[src/rtl/rr_mux_pkg.sv]
// Shared types and helpers for the round-robin multiplexer.
// Optional build macro used by this slice: RR_MUX_FIXED_PRI_EN.
package rr_mux_pkg;

  localparam int RR_MUX_MAX_CH = 16;

  // Wide enough for any legal channel index; truncated to CH_W at the ports.
  typedef logic [$clog2(RR_MUX_MAX_CH)-1:0] ch_idx_t;

  function automatic ch_idx_t next_idx(input ch_idx_t idx, input int n);
    int t;
    t = int'(idx) + 1;
    if (t >= n) t = 0;
    return ch_idx_t'(t);
  endfunction

endpackage

[src/rtl/rr_arbiter.sv]
// Fair arbiter: picks the first requester starting at ptr, moving ptr past the winner.
// With RR_MUX_FIXED_PRI_EN defined, the lowest requesting index always wins and ptr is removed.
module rr_arbiter
  import rr_mux_pkg::*;
#(
  parameter  int N_CH = 4,
  localparam int CH_W = $clog2(N_CH)
) (
  input  logic            clk,
  input  logic            rst,
  input  logic [N_CH-1:0] req,
  input  logic            advance,
  output logic [N_CH-1:0] grant,
  output logic [CH_W-1:0] grant_idx
);

  ch_idx_t         sel_idx;
  logic            found;
  int              base;
  int              idx;
  logic [CH_W-1:0] idx_w;

`ifdef RR_MUX_FIXED_PRI_EN
  assign base = 0;
`else
  ch_idx_t ptr_reg;

  assign base = int'(ptr_reg);

  // ptr only moves on an accepted item so backpressure freezes the rotation.
  always_ff @(posedge clk) begin
    if (rst) begin
      ptr_reg <= '0;
    end else if (advance) begin
      ptr_reg <= next_idx(sel_idx, N_CH);
    end
  end
`endif

  always_comb begin
    grant   = '0;
    sel_idx = '0;
    found   = 1'b0;
    idx     = 0;
    idx_w   = '0;
    for (int k = 0; k < N_CH; k++) begin
      idx = base + k;
      if (idx >= N_CH) idx = idx - N_CH;
      idx_w = CH_W'(idx);
      if (!found && req[idx_w]) begin
        found        = 1'b1;
        grant[idx_w] = 1'b1;
        sel_idx      = ch_idx_t'(idx);
      end
    end
  end

  assign grant_idx = CH_W'(sel_idx);

endmodule

[src/rtl/rr_mux.sv]
// N-channel round-robin multiplexer with valid/ready on every port and a one-entry output register.
// Define RR_MUX_FIXED_PRI_EN for fixed lowest-index-first arbitration.
module rr_mux
  import rr_mux_pkg::*;
#(
  parameter  int N_CH  = 4,
  parameter  int WIDTH = 8,
  localparam int CH_W  = $clog2(N_CH)
) (
  input  logic             clk,
  input  logic             rst,
  input  logic [N_CH-1:0]  in_valid,
  input  logic [WIDTH-1:0] in_data [N_CH],
  output logic [N_CH-1:0]  in_ready,
  output logic             out_valid,
  output logic [WIDTH-1:0] out_data,
  output logic [CH_W-1:0]  out_ch,
  input  logic             out_ready
);

  logic [N_CH-1:0]  grant;
  logic [CH_W-1:0]  grant_idx;
  logic             load;
  logic             xfer;
  logic             out_valid_reg;
  logic [WIDTH-1:0] out_data_reg;
  logic [CH_W-1:0]  out_ch_reg;

  rr_arbiter #(.N_CH(N_CH)) u_arb (
    .clk      (clk),
    .rst      (rst),
    .req      (in_valid),
    .advance  (xfer),
    .grant    (grant),
    .grant_idx(grant_idx)
  );

  // Register may be refilled whenever it is empty or being drained this edge.
  assign load     = !out_valid_reg || out_ready;
  assign in_ready = grant & {N_CH{load}};
  assign xfer     = |in_ready;

  always_ff @(posedge clk) begin
    if (rst) begin
      out_valid_reg <= 1'b0;
      out_data_reg  <= '0;
      out_ch_reg    <= '0;
    end else if (xfer) begin
      out_valid_reg <= 1'b1;
      out_data_reg  <= in_data[grant_idx];
      out_ch_reg    <= grant_idx;
    end else if (out_ready) begin
      out_valid_reg <= 1'b0;
    end
  end

  assign out_valid = out_valid_reg;
  assign out_data  = out_data_reg;
  assign out_ch    = out_ch_reg;

endmodule

[config.mk]
export PLATFORM = sky130hd
export DESIGN_NAME = rr_mux
export DESIGN_NICKNAME = d
export VERILOG_FILES = /design/src/rtl/rr_mux_pkg.sv /design/src/rtl/rr_arbiter.sv /design/src/rtl/rr_mux.sv
export SDC_FILE = /design/constraint.sdc
export NUM_CORES = 1
export LEC_CHECK = 0
export ABC_AREA = 1
export ABC_CLOCK_PERIOD_IN_PS = 6550
export CAP_MARGIN = 20
export CELL_PAD_IN_SITES_DETAIL_PLACEMENT = 1
export CELL_PAD_IN_SITES_GLOBAL_PLACEMENT = 1
export CORE_ASPECT_RATIO = 0.75
export CORE_MARGIN = 3
export CORE_UTILIZATION = 34
export CTS_CLUSTER_DIAMETER = 150
export DETAILED_ROUTE_END_ITERATION = 10
export HOLD_SLACK_MARGIN = 0.05
export PLACE_DENSITY_LB_ADDON = 0.1
export SLEW_MARGIN = 30
export SYNTH_ARGS = -nofsm -noshare
export SYNTH_HDL_FRONTEND = slang
export SYNTH_SLANG_ARGS = --single-unit
export TNS_END_PERCENT = 1
[constraint.sdc]
create_clock -name clk -period 6.55 [get_ports clk]
set_clock_uncertainty 0.15 [all_clocks]
set_input_delay 0.655 -clock clk [delete_from_list [all_inputs] [get_ports clk]]
set_output_delay 0.655 -clock clk [all_outputs]
set_load 0.005 [all_outputs]
Yosys cells after proc, flatten, opt, wreduce, memory -nomap -nowiden
Cells that the tools add are included.
Widths: inputs -> output; s select.
Storage, ports and cells
  register bits after elaboration: 15
  input bits: 39
Operators by class
  add/subtract/negate cells: 8
  reduce and logical (&&, ||, !) cells: 14
  bitwise operators: 5
  order comparisons: 14
  muxes and demuxes: 37
Operator list (count)
  $mux 4: 13
  $ge 5x3->1 const B: 4
  $bmux 8 s2: 1
  $mux 8: 2
  $mux 1: 13
  $lt 2x3->1 const B: 4
  $or 4x4->4: 3
  $sub 4x4->4 const B: 3
  $add 4x1->5 const B: 2
  $add 4x2->5 const B: 2
  $bmux 1 s2: 4
  $demux 1 s2: 4
  $ge 2x1->1 const B: 4
  $logic_and 1x1->1: 7
  $and 4x4->4: 1
  $ge 4x3->1 const B: 1
  $logic_not 1->1: 4
  $reduce_or 4->1: 1
  $sub 4x3->4 const B: 1
  $ge 3x3->1 const B: 1
  $not 2->3: 1
  $reduce_bool 2->1: 1
  $logic_or 1x1->1: 1

Logic depth before layout (Yosys ltp)
Gate-level depths: netlist of the first run.
  depth after elaboration: 18
  mapped depth: 19

Hierarchy
Synthesis of the first run repeated with hierarchy kept, for this count alone.
Second synthesis, totals
  cells, all modules: 348
  area, all modules: 2009.4 um^2
By module, submodules not included
  rr_arbiter: times used 1, area an instance 1096.1 um^2, cells an instance 174
  rr_mux: times used 1, area an instance 913.4 um^2, cells an instance 174

Least setup slack after synthesis of the first run
OpenSTA, ideal clock, no wires.
  path kind: flip-flop to flip-flop
  start point: reg u_arb.ptr_reg[1]
  end point: reg u_arb.ptr_reg[0]
  cell stages (with the launch flop): 19
  setup slack: 3.898 ns
  arrival time: 2.386 ns
  data required time: 6.284 ns
  clock period less this slack: 2.652 ns
  cell sequence: dfxtp_1 > inv_2 > ha_1 > inv_1 > nand3_1 > nand2_1 > nand3_1 > nor2_1 > nand2_1 > nand2_4 > buf_6 > ha_1 > inv_1 > nor2_1 > nand2_1 > nand2_1 > nor2_1 > nand3_1 > a21oi_1
On the way
  word-level cells in the longest chain between the ends: 17
RTL lines
  from (decl): RTL line rr_arbiter.sv:26  | ch_idx_t ptr_reg;
  from (signal assigned): RTL line rr_arbiter.sv:35  | ptr_reg <= next_idx(sel_idx, N_CH);
  parallel branches: the longest is 13 deep, another holds $add 4x1->5
  $mux 4 *: RTL line rr_arbiter.sv:50  | if (!found && req[idx_w]) begin
  named net grant_idx[1]: RTL line rr_mux.sv:22  | logic [CH_W-1:0] grant_idx;
  $add 4x1->5 *: RTL line rr_mux_pkg.sv:12  | t = int'(idx) + 1;
  $ge 5x3->1 *: RTL line rr_mux_pkg.sv:13  | if (t >= n) t = 0;
  $mux 4 *: RTL line rr_mux_pkg.sv:13
Mark *: on every way through the listed nets, which the timed path passes. The select of a mux whose other input is x is not followed.
A chain may end at the register's enable or synchronous reset.

Worst setup path after layout of the first run
  start point: reg u_arb.ptr_reg[0]
  end point: out in_ready[3]
On the way
  word-level cells in the longest chain between the ends: 15
RTL lines
  parallel branches: the longest is 13 deep, another holds $add 4x1->5
  $mux 4 *: RTL line rr_arbiter.sv:50
  $and 4x4->4 *: RTL line rr_mux.sv:40  | assign in_ready = grant & {N_CH{load}};
  to (decl): RTL line rr_mux.sv:14  | output logic [N_CH-1:0] in_ready,
Mark *: on every way between the ends. The select of a mux whose other input is x is not followed.

==> metrics.csv, run 1 <==
metric,value,unit
Worst-path clk slew,0.06,ns
Initial DRC Count,102,
GR Overflow Total,0,
main combinational cell family by area after synthesis,simple AND/OR/NAND/NOR gates,
reg-to-reg endpoint,u_arb.ptr_reg[1]$_SDFFE_PP0P_,
Netlist cell types,26,
hold depth,2,
clock sink count,15,
DP HPWL,4.75,mm
Synth Area in Simple Gates,40.0,%
H-tree levels,1,
antenna violations before repair,0,
final core utilization,49.5,%
max-cap viol count,0,
Post-Route WL,5.83,mm
critical path peak fanout,16,
nets,389,
Worst-Skew Late Latency,0.24,ns
Largest register FFs,8,
via count,1959,
post-placement cell area,2240,um^2
Root Driver,clkbuf_8,
YS warnings,0,
Period minus WS final,3.87,ns
R2R Path Start,u_arb.ptr_reg[0]$_SDFFE_PP0P_,
area of the multi-input gates,1190,um^2
Site Rows,21,
Core Region,4620,um^2
vias in the first global route,1865,
register area,300,um^2
via/cell ratio,5.01,
Fill cells,641,
routed length per instance,14.9,um
share of cells above drive strength 1,5.99,%
global-route wire length before repair,9.32,mm
worst hold endpoint,out_data[4]$_SDFFE_PP0P_,
final worst-path cycle share,59.1,%
cts repair resizes,0,
gr usage total,19.9,%
Yosys reg bits,15,
Critical Path Start Type,flop,
R2R setup slack,2.80,ns
sequential area share after synthesis,17.7,%
fmax,0.258,GHz
Max VDD drop,0.243,mV
CP max-delay cell,dfxtp_1,
hold crit path type,reg -> reg,
Cells after Synth,284,
crit path kind,reg -> out,
Worst EP arrival,3.07,ns
Final ANT Viol Nets,0,
Critical Path RT,5.74,ns
Synth Area in Adders,11.1,%
proportion of synthesized area in mux cells,0,%
Leakage,1.11,nW
Worst Reg-to-Reg Cells,18,
Synth Area in Compound Gates,17.7,%
global placer's final weighted congestion,0.849,
"Largest stage delay, worst path",0.68,ns
pwr/cell area,413,nW/um^2
Synth Cell Area,1690,um^2
Finish-stage setup viols,0,
largest net degree at the start of global routing,32,
RSZ-0062 raised after global routing,false,
CP Capture Type,output port,
crit-path cells,inv_2 -> ha_1 -> inv_1 -> nand3_1 -> nand2_1 -> nand3_1 -> nor2_1 -> nand2_1 -> nand3_1 -> nand2_1 -> inv_1 -> clkdlybuf4s50_1,
Post-Synth XOR/XNOR Area,1.55,%
DR DRC count,0,
drt pass-1 iters,5,
# diodes,0,
Initial Utilization,36.6,%
Port Buffers,53,
# IOs,54,
worst setup margin,2.68,ns
endpoints failing hold,0,
run status,"complete, no violations",
synthesized area per cell,5.97,um^2
Setup WS pre-CTS,2.81,ns
area growth from synthesis to layout,35.0,%
clock tree buffer depth,2,
Die Area,5870,um^2
max-slew violations,0,
Syn Nets,338,
Slew HR,62.0,%
CTS tree,done,
Worst-Margin Slew,0.570,ns
die height,67.1,um
Final Cell Area,2290,um^2
hold path start,out_data[4]$_SDFFE_PP0P_,
Post CTS Setup Buffer Count,0,
Num CTS Buffers,3,
Setup Total Neg Slack,0,ns
cts hold-fix bufs,0,
die width,87.5,um
## power breakdown
| part | leakage, nW | switching (W) | total [W] | internal, W |
|---|---|---|---|---|
| registers | 0.124 | 0.0000281 | 0.000153 | 0.000125 |
| logic | 0.957 | 0.000457 | 0.000719 | 0.000262 |
| clock network | 0.0255 | 0.0000306 | 0.0000726 | 0.0000420 |
## worst max-delay path: cells and delay by family (launching register included)
family	cells	cell delay (ns)
buf+inv	4	0.93
fa+ha+maj	1	0.39
flops	1	0.68
simple gates	7	0.82
## layout by cell type (no fill, tap or decap), drive strengths merged
cell           synthesis  layout
nand3                 32      32
ha                    15      15
nor3                   2       2
clkdlybuf4s50          0      53
clkinv                 0       1
o21ai                 30      30
dfxtp                 15      15
clkbuf                 0       3
nand3b                 1       1
a21boi                 4       4
nand2                 78      78
xor2                   2       2
a21oi                 15      15
nor2                  37      37
o21a                   1       1
inv                   39      39
o211ai                 5       5
xnor2                  1       1
## area by class of cell
class	count	share of cell area (%)
repair buffers	53	23.2
clock inverters	1	0.219
well taps	57	3.12
flip-flops and latches	15	13.1
clock buffers	3	1.81
inverters	39	6.40
multi-input cells	223	52.1
## cells in the mapped netlist
cell type | count | area (um^2)
nand2_1 | 68 | 255
inv_1 | 36 | 135
nor2_1 | 35 | 131
nand3_1 | 31 | 155
o21ai_1 | 18 | 90.1
a21oi_1 | 15 | 75.1
dfxtp_1 | 15 | 300
ha_1 | 15 | 188
o21ai_0 | 12 | 60.1
nand2_2 | 7 | 43.8
o211ai_1 | 5 | 37.5
buf_4 | 3 | 22.5
inv_2 | 3 | 11.3
nand2_4 | 3 | 33.8
a21boi_0 | 2 | 15.0
a21boi_1 | 2 | 15.0
buf_2 | 2 | 10.0
buf_6 | 2 | 22.5
nor3_1 | 2 | 10.0
xor2_1 | 2 | 17.5
nand3_2 | 1 | 10.0
nand3b_1 | 1 | 7.51
nor2_4 | 1 | 11.3
nor2_8 | 1 | 20.0
o21a_1 | 1 | 7.51
xnor2_1 | 1 | 8.76
## metal layers
metal / up-vias / share of wire (%) / global-route usage [%]
met2: 37 / 41 / 28.9
met4: 0 / 0.27 / 2.30
met3: 2 / 3.5 / 1.34
met5: - / 0 / 0
met1: 901 / 56 / 32.3
li1: 1019 / - / -
## worst max-delay path by stage
| stage | to | from | cells past startpoint |
|---|---|---|---|
| after floorplan | u_arb.ptr_reg[0]$_SDFFE_PP0P_ | u_arb.ptr_reg[1]$_SDFFE_PP0P_ | 18 |
| after global placement | u_arb.ptr_reg[0]$_SDFFE_PP0P_ | in_valid[1] | 18 |
| after detailed placement | u_arb.ptr_reg[1]$_SDFFE_PP0P_ | u_arb.ptr_reg[0]$_SDFFE_PP0P_ | 18 |
| after CTS | in_ready[3] | u_arb.ptr_reg[0]$_SDFFE_PP0P_ | 12 |
| after global routing | u_arb.ptr_reg[1]$_SDFFE_PP0P_ | u_arb.ptr_reg[0]$_SDFFE_PP0P_ | 19 |
| final | in_ready[3] | u_arb.ptr_reg[0]$_SDFFE_PP0P_ | 12 |
## cell families after synthesis
family	count (synthesis)
XOR/XNOR	3
AO/OA/AOI/OAI	55
flip-flops	15
adder cells (fa/ha/maj)	15
AND/OR/NAND/NOR	150
buffers and inverters	46
## through the flow
step,cells,total power [W],hold slack [ns]
3_5_place_dp,387,0.000868,0.357
3_3_place_gp,387,0.000854,0.351
5_1_grt,391,0.00105,0.395
2_1_floorplan,284,0.000656,0.348
6_report,391,0.000945,0.377
4_1_cts,391,0.000946,0.377
Note: power is estimated with default switching activity, not from simulation.
==> run 2: changes to the inputs <==
--- a/config.mk
+++ b/config.mk
@@ -6,13 +6,13 @@
 export NUM_CORES = 1
 export LEC_CHECK = 0
 export ABC_AREA = 1
-export ABC_CLOCK_PERIOD_IN_PS = 6550
+export ABC_CLOCK_PERIOD_IN_PS = 4000
 export CAP_MARGIN = 20
 export CELL_PAD_IN_SITES_DETAIL_PLACEMENT = 1
 export CELL_PAD_IN_SITES_GLOBAL_PLACEMENT = 1
 export CORE_ASPECT_RATIO = 0.75
 export CORE_MARGIN = 3
-export CORE_UTILIZATION = 34
+export CORE_UTILIZATION = 31
 export CTS_CLUSTER_DIAMETER = 150
 export DETAILED_ROUTE_END_ITERATION = 10
 export HOLD_SLACK_MARGIN = 0.05
==> constraint.sdc (replaced) <==
create_clock -name clk -period 4 [get_ports clk]
set_clock_uncertainty 0.15 [all_clocks]
set_input_delay 0.4 -clock clk [delete_from_list [all_inputs] [get_ports clk]]
set_output_delay 0.4 -clock clk [all_outputs]
set_load 0.005 [all_outputs]
==> run 2 against run 1 <==
Die area rose by 8.9%. Worst setup slack got worse by 2.1 ns. Non-clock buffer count rose by 2. Critical path depth did not move. Design area rose by 1.4%. Critical endpoint is now in_ready[1]. Largest cell class unchanged. Largest power group unchanged.
==> metrics.csv, run 2 (synthesis results as in run 1) <==
metric,value,unit,change
run status,"complete, no violations",,
routed length per instance,12.9,um,-13%
Final ANT Viol Nets,0,,unchanged
Critical Path Start Type,flop,,
Site Rows,22,,+4.8%
"Largest stage delay, worst path",0.62,ns,-0.06 ns
hold depth,2,,unchanged
critical path peak fanout,11,,-5
die height,70.0,um,+4.3%
final worst-path cycle share,84.4,%,
Worst-Skew Late Latency,0.25,ns,about the same
gr usage total,16.5,%,-3.4 points
vias in the first global route,1854,,-0.59%
area growth from synthesis to layout,36.9,%,
clock sink count,15,,unchanged
clock tree buffer depth,2,,unchanged
Core Region,5090,um^2,+10%
CTS tree,done,,
crit path kind,reg -> out,,
Port Buffers,53,,unchanged
die width,91.4,um,+4.4%
largest net degree at the start of global routing,31,,-3.1%
Worst Reg-to-Reg Cells,17,,-1
hold path start,out_data[1]$_SDFFE_PP0P_,,
Slew HR,68.0,%,+6.0 points
CP Capture Type,output port,,
hold crit path type,reg -> reg,,
post-placement cell area,2270,um^2,+1.5%
Worst EP arrival,2.83,ns,-0.24 ns
Die Area,6400,um^2,+8.9%
Post-Route WL,5.28,mm,-9.3%
worst hold endpoint,out_data[1]$_SDFFE_PP0P_,,
worst setup margin,0.624,ns,-2.05 ns
Buf/Inv on CP,4,,unchanged
DR DRC count,0,,unchanged
Initial Utilization,33.3,%,-3.4 points
Max VDD drop,0.242,mV,-0.56%
most frequent cells in the layout,"nand2_1, clkdlybuf4s50_1, inv_1",,
crit-path cells,inv_2 -> ha_1 -> inv_1 -> nand3_1 -> nand2_1 -> nand3_1 -> nor2_1 -> nand2_1 -> nand3_1 -> nand2_1 -> inv_1 -> clkdlybuf4s50_1,,
CP max-delay cell,dfxtp_1,,
Largest register FFs,8,,unchanged
Period minus WS final,3.38,ns,
Leakage,1.11,nW,+0.65%
antenna violations before repair,0,,unchanged
max-slew violations,0,,unchanged
max-cap viol count,0,,unchanged
nets,391,,+0.51%
Setup WS pre-CTS,0.906,ns,-1.91 ns
Root Driver,clkbuf_8,,
drt pass-1 iters,4,,-1
global placer's final weighted congestion,0.839,,-1.2%
Initial DRC Count,100,,-2.0%
# IOs,54,,unchanged
# diodes,0,,unchanged
Num CTS Buffers,3,,unchanged
cts hold-fix bufs,0,,unchanged
Finish-stage setup viols,0,,unchanged
GR Overflow Total,0,,unchanged
RSZ-0062 raised after global routing,false,,
fmax,0.296,GHz,
share of cells above drive strength 1,6.25,%,+0.26 points
Top delay family on crit path,buffers and inverters,,
R2R Path Start,u_arb.ptr_reg[1]$_SDFFE_PP0P_,,
Setup Total Neg Slack,0,ns,unchanged
"commonest non-fill, non-tap cell in the layout",nand2_1,,
global-route wire length before repair,8.80,mm,-5.5%
reg-to-reg endpoint,u_arb.ptr_reg[0]$_SDFFE_PP0P_,,
R2R setup slack,0.90,ns,-1.90 ns
endpoints failing hold,0,,unchanged
cts repair resizes,0,,unchanged
Post CTS Setup Buffer Count,0,,unchanged
Final Cell Area,2320,um^2,+1.4%
H-tree levels,1,,unchanged
pwr/cell area,654,nW/um^2,+58%
Worst-Margin Slew,0.479,ns,-0.0906 ns
via count,1920,,-2.0%
via/cell ratio,4.71,,-6.1%
DP HPWL,4.32,mm,-9.1%
Critical Path RT,3.45,ns,-2.29 ns
Worst-path clk slew,0.06,ns,about the same
[run 2: changes by cell type in the layout (fill, tap and decap cells not counted)]
cell,previous run,this run
clkbuf_1,0,1
clkinv_2,1,0
buf_4,0,2
[run 2: cell type report]
cell class	instances	area [um^2]
Timing Repair Buffer	55	546
Clock buffer	4	45.0
Fill cell	696	2770
Sequential cell	15	300
Tap cell	72	90.1
Multi-Input combinational cell	223	1190
Inverter	39	146
[run 2: through the flow]
step                      hold slack (ns)  instances  power [W]  utilization, %
after floorplan                     0.319        284    0.00107               -
after global placement              0.348        404    0.00138            44.7
after detailed placement            0.347        404    0.00140            44.7
after CTS                           0.368        408    0.00154            45.6
after global routing                0.406        408    0.00170            45.6
final                               0.362        408    0.00152            45.6
[run 2: per-layer routing]
metal  vias to the layer above  GRT usage [%]  routed length [um]  share of wire [%]
li1                       1023              -                   -                  -
met1                       853           24.3                2670                 50
met2                        42           24.6                2280                 43
met3                         2           3.34                 302                5.7
met4                         0           3.68                  34               0.64
met5                         -              0                   0                  0
[run 2: worst min-delay path, delay by kind of cell, from the launching register on]
| kind | cells | cell delay, ns |
|---|---|---|
| AOI/OAI and AO/OA | 1 | 0.08 |
| DFF | 1 | 0.32 |
| and+or+nand+nor | 1 | 0.07 |
[run 2: worst max path at each step]
stage | from | endpoint | slack (ns) | cells after the start
2_1_floorplan | u_arb.ptr_reg[1]$_SDFFE_PP0P_ | u_arb.ptr_reg[0]$_SDFFE_PP0P_ | 1.35 | 18
3_5_place_dp | u_arb.ptr_reg[1]$_SDFFE_PP0P_ | in_ready[1] | 0.91 | 12
6_report | u_arb.ptr_reg[1]$_SDFFE_PP0P_ | in_ready[1] | 0.62 | 12
5_1_grt | u_arb.ptr_reg[1]$_SDFFE_PP0P_ | in_ready[1] | 0.44 | 12
3_3_place_gp | in_valid[1] | u_arb.ptr_reg[1]$_SDFFE_PP0P_ | 1.05 | 17
4_1_cts | u_arb.ptr_reg[1]$_SDFFE_PP0P_ | in_ready[1] | 0.62 | 12
[run 2: power breakdown]
group	total [W]	switching, W	internal, W
combinational	0.00116	0.000715	0.000441
clock	0.000126	0.0000550	0.0000707
sequential	0.000235	0.0000306	0.000205
total	0.00152	0.000801	0.000717
==> run 3: changes to the inputs <==
--- a/config.mk
+++ b/config.mk
@@ -6,7 +6,7 @@
 export NUM_CORES = 1
 export LEC_CHECK = 0
 export ABC_AREA = 1
-export ABC_CLOCK_PERIOD_IN_PS = 4000
+export ABC_CLOCK_PERIOD_IN_PS = 3400
 export CAP_MARGIN = 20
 export CELL_PAD_IN_SITES_DETAIL_PLACEMENT = 1
 export CELL_PAD_IN_SITES_GLOBAL_PLACEMENT = 1
==> constraint.sdc (replaced) <==
create_clock -name clk -period 3.4 [get_ports clk]
set_clock_uncertainty 0.15 [all_clocks]
set_input_delay 0.34 -clock clk [delete_from_list [all_inputs] [get_ports clk]]
set_output_delay 0.34 -clock clk [all_outputs]
set_load 0.005 [all_outputs]
==> run 3 against run 2 <==
Final cell count up 0.49%. Global-route usage about the same. Utilization increased by 0.29 points. Register-to-register slack got worse by 0.41 ns. Largest cell class unchanged.
==> metrics.csv, run 3 (synthesis results as in run 1) <==
metric,value,unit,change
Site Rows,22,,unchanged
Initial DRC Count,84,,-16%
pwr/cell area,773,nW/um^2,+18%
clock tree buffer depth,2,,unchanged
hold crit path type,reg -> reg,,
Period minus WS final,3.14,ns,
Die Area,6400,um^2,unchanged
R2R Path Start,u_arb.ptr_reg[0]$_SDFFE_PP0P_,,
# diodes,0,,unchanged
share of cells above drive strength 1,6.80,%,+0.55 points
# IOs,54,,unchanged
CP max-delay cell,clkdlybuf4s50_1,,
Final ANT Viol Nets,0,,unchanged
Core Region,5090,um^2,unchanged
final worst-path cycle share,92.2,%,
reg-to-reg endpoint,u_arb.ptr_reg[1]$_SDFFE_PP0P_,,
most crowded layer after global routing,met2,,
max-slew violations,0,,unchanged
met2 usage,25.9,%,+1.3 points
crit path kind,reg -> out,,
most frequent cells in the layout,"nand2_1, clkdlybuf4s50_1, inv_1",,
DR DRC count,0,,unchanged
Post CTS Setup Buffer Count,0,,unchanged
Fill cells,694,,-0.29%
Buf/Inv on CP,4,,unchanged
Max VDD drop,0.288,mV,+19%
die width,91.4,um,unchanged
worst hold endpoint,out_ch[1]$_SDFFE_PP0P_,,
cts hold-fix bufs,0,,unchanged
Critical Path Start Type,flop,,
run status,"complete, no violations",,
"Largest stage delay, worst path",0.49,ns,-0.13 ns
drt pass-1 iters,4,,unchanged
routed length per instance,12.8,um,-1.4%
crit-path cells,inv_2 -> ha_1 -> inv_1 -> nand3_1 -> nand2_1 -> nand3_1 -> nor2_1 -> nand2_1 -> nand3_1 -> nand2_1 -> inv_1 -> clkdlybuf4s50_1,,
DP HPWL,4.32,mm,+0.16%
Worst EP arrival,2.65,ns,-0.18 ns
cts repair resizes,0,,unchanged
Root Driver,clkbuf_8,,
vias in the first global route,1859,,+0.27%
die height,70.0,um,unchanged
Post-Route WL,5.23,mm,-0.95%
clock sink count,15,,unchanged
Finish-stage setup viols,0,,unchanged
hold depth,2,,unchanged
Worst-Skew Late Latency,0.25,ns,about the same
Worst-Margin Slew,0.342,ns,-0.138 ns
gr usage total,16.5,%,+0.030 points
antenna violations before repair,0,,unchanged
largest net degree at the start of global routing,31,,unchanged
fmax,0.319,GHz,
met1 GRT Util,24.3,%,-0.033 points
Critical Path RT,2.91,ns,-0.54 ns
via count,1938,,+0.94%
global placer's final weighted congestion,0.824,,-1.8%
CTS tree,done,,
Leakage,1.12,nW,+0.90%
via/cell ratio,4.73,,+0.45%
Worst-path clk slew,0.06,ns,about the same
R2R setup slack,0.49,ns,-0.41 ns
Top delay family on crit path,simple AND/OR/NAND/NOR gates,,
critical path peak fanout,12,,+1
Num CTS Buffers,3,,unchanged
CP Capture Type,output port,,
H-tree levels,1,,unchanged
RSZ-0062 raised after global routing,false,,
hold path start,out_ch[1]$_SDFFE_PP0P_,,
"commonest non-fill, non-tap cell in the layout",nand2_1,,
Largest register FFs,8,,unchanged
max-cap viol count,0,,unchanged
worst setup path start,u_arb.ptr_reg[0]$_SDFFE_PP0P_,,
Worst Reg-to-Reg Cells,16,,-1
Setup Total Neg Slack,0,ns,unchanged
Initial Utilization,33.3,%,unchanged
endpoints failing hold,0,,unchanged
area growth from synthesis to layout,37.8,%,
global-route wire length before repair,8.74,mm,-0.70%
Slew HR,77.2,%,+9.2 points
Port Buffers,53,,unchanged
worst hold slack,0.370,ns,+0.00806 ns
nets,393,,+0.51%
GR Overflow Total,0,,unchanged
global routing usage on met3,2.58,%,-0.75 points
==> run 3: how the worst max path moves through the flow <==
stage,end,cells after the start
2_1_floorplan,u_arb.ptr_reg[0]$_SDFFE_PP0P_,18
3_3_place_gp,in_ready[3],12
3_5_place_dp,u_arb.ptr_reg[1]$_SDFFE_PP0P_,16
4_1_cts,in_ready[3],12
6_report,in_ready[3],12
5_1_grt,in_ready[1],12
==> run 3: through the flow <==
step                utilization (%)  std cells  total power, W  setup slack [ns]  cell area (um^2)
finish                         45.8        410         0.00180             0.264              2330
global route                   45.8        410         0.00201            0.0402              2330
CTS                            45.8        410         0.00182             0.242              2330
detailed placement             45.0        406         0.00167             0.495              2290
global placement               45.0        406         0.00164             0.550              2290
floorplan                         -        284         0.00126             0.748              1690
==> run 3: area by class of cell <==
type | count | area [um^2] | area share, %
multi-input cells | 223 | 1190 | 51.1
repair buffers | 57 | 561 | 24.0
flip-flops and latches | 15 | 300 | 12.9
inverters | 39 | 146 | 6.27
well taps | 72 | 90.1 | 3.86
clock buffers | 4 | 45.0 | 1.93
==> run 3: tightest hold or removal path, delay by kind of cell, from the launching register on <==
| kind | cells | cell delay, ns |
|---|---|---|
| compound gates | 1 | 0.09 |
| flops | 1 | 0.32 |
| simple gates | 1 | 0.08 |
==> run 3: power breakdown <==
group	internal (W)	switching, W
logic	0.000538	0.000852
registers	0.000241	0.0000279
clock network	0.0000830	0.0000626
total	0.000862	0.000942
==> run 3: metal layers <==
| metal | vias up | share of wire, % |
|---|---|---|
| met2 | 34 | 41 |
| met3 | 2 | 3.3 |
| li1 | 1030 | - |
| met1 | 872 | 55 |
| met5 | - | 0 |
| met4 | 0 | 0.44 |
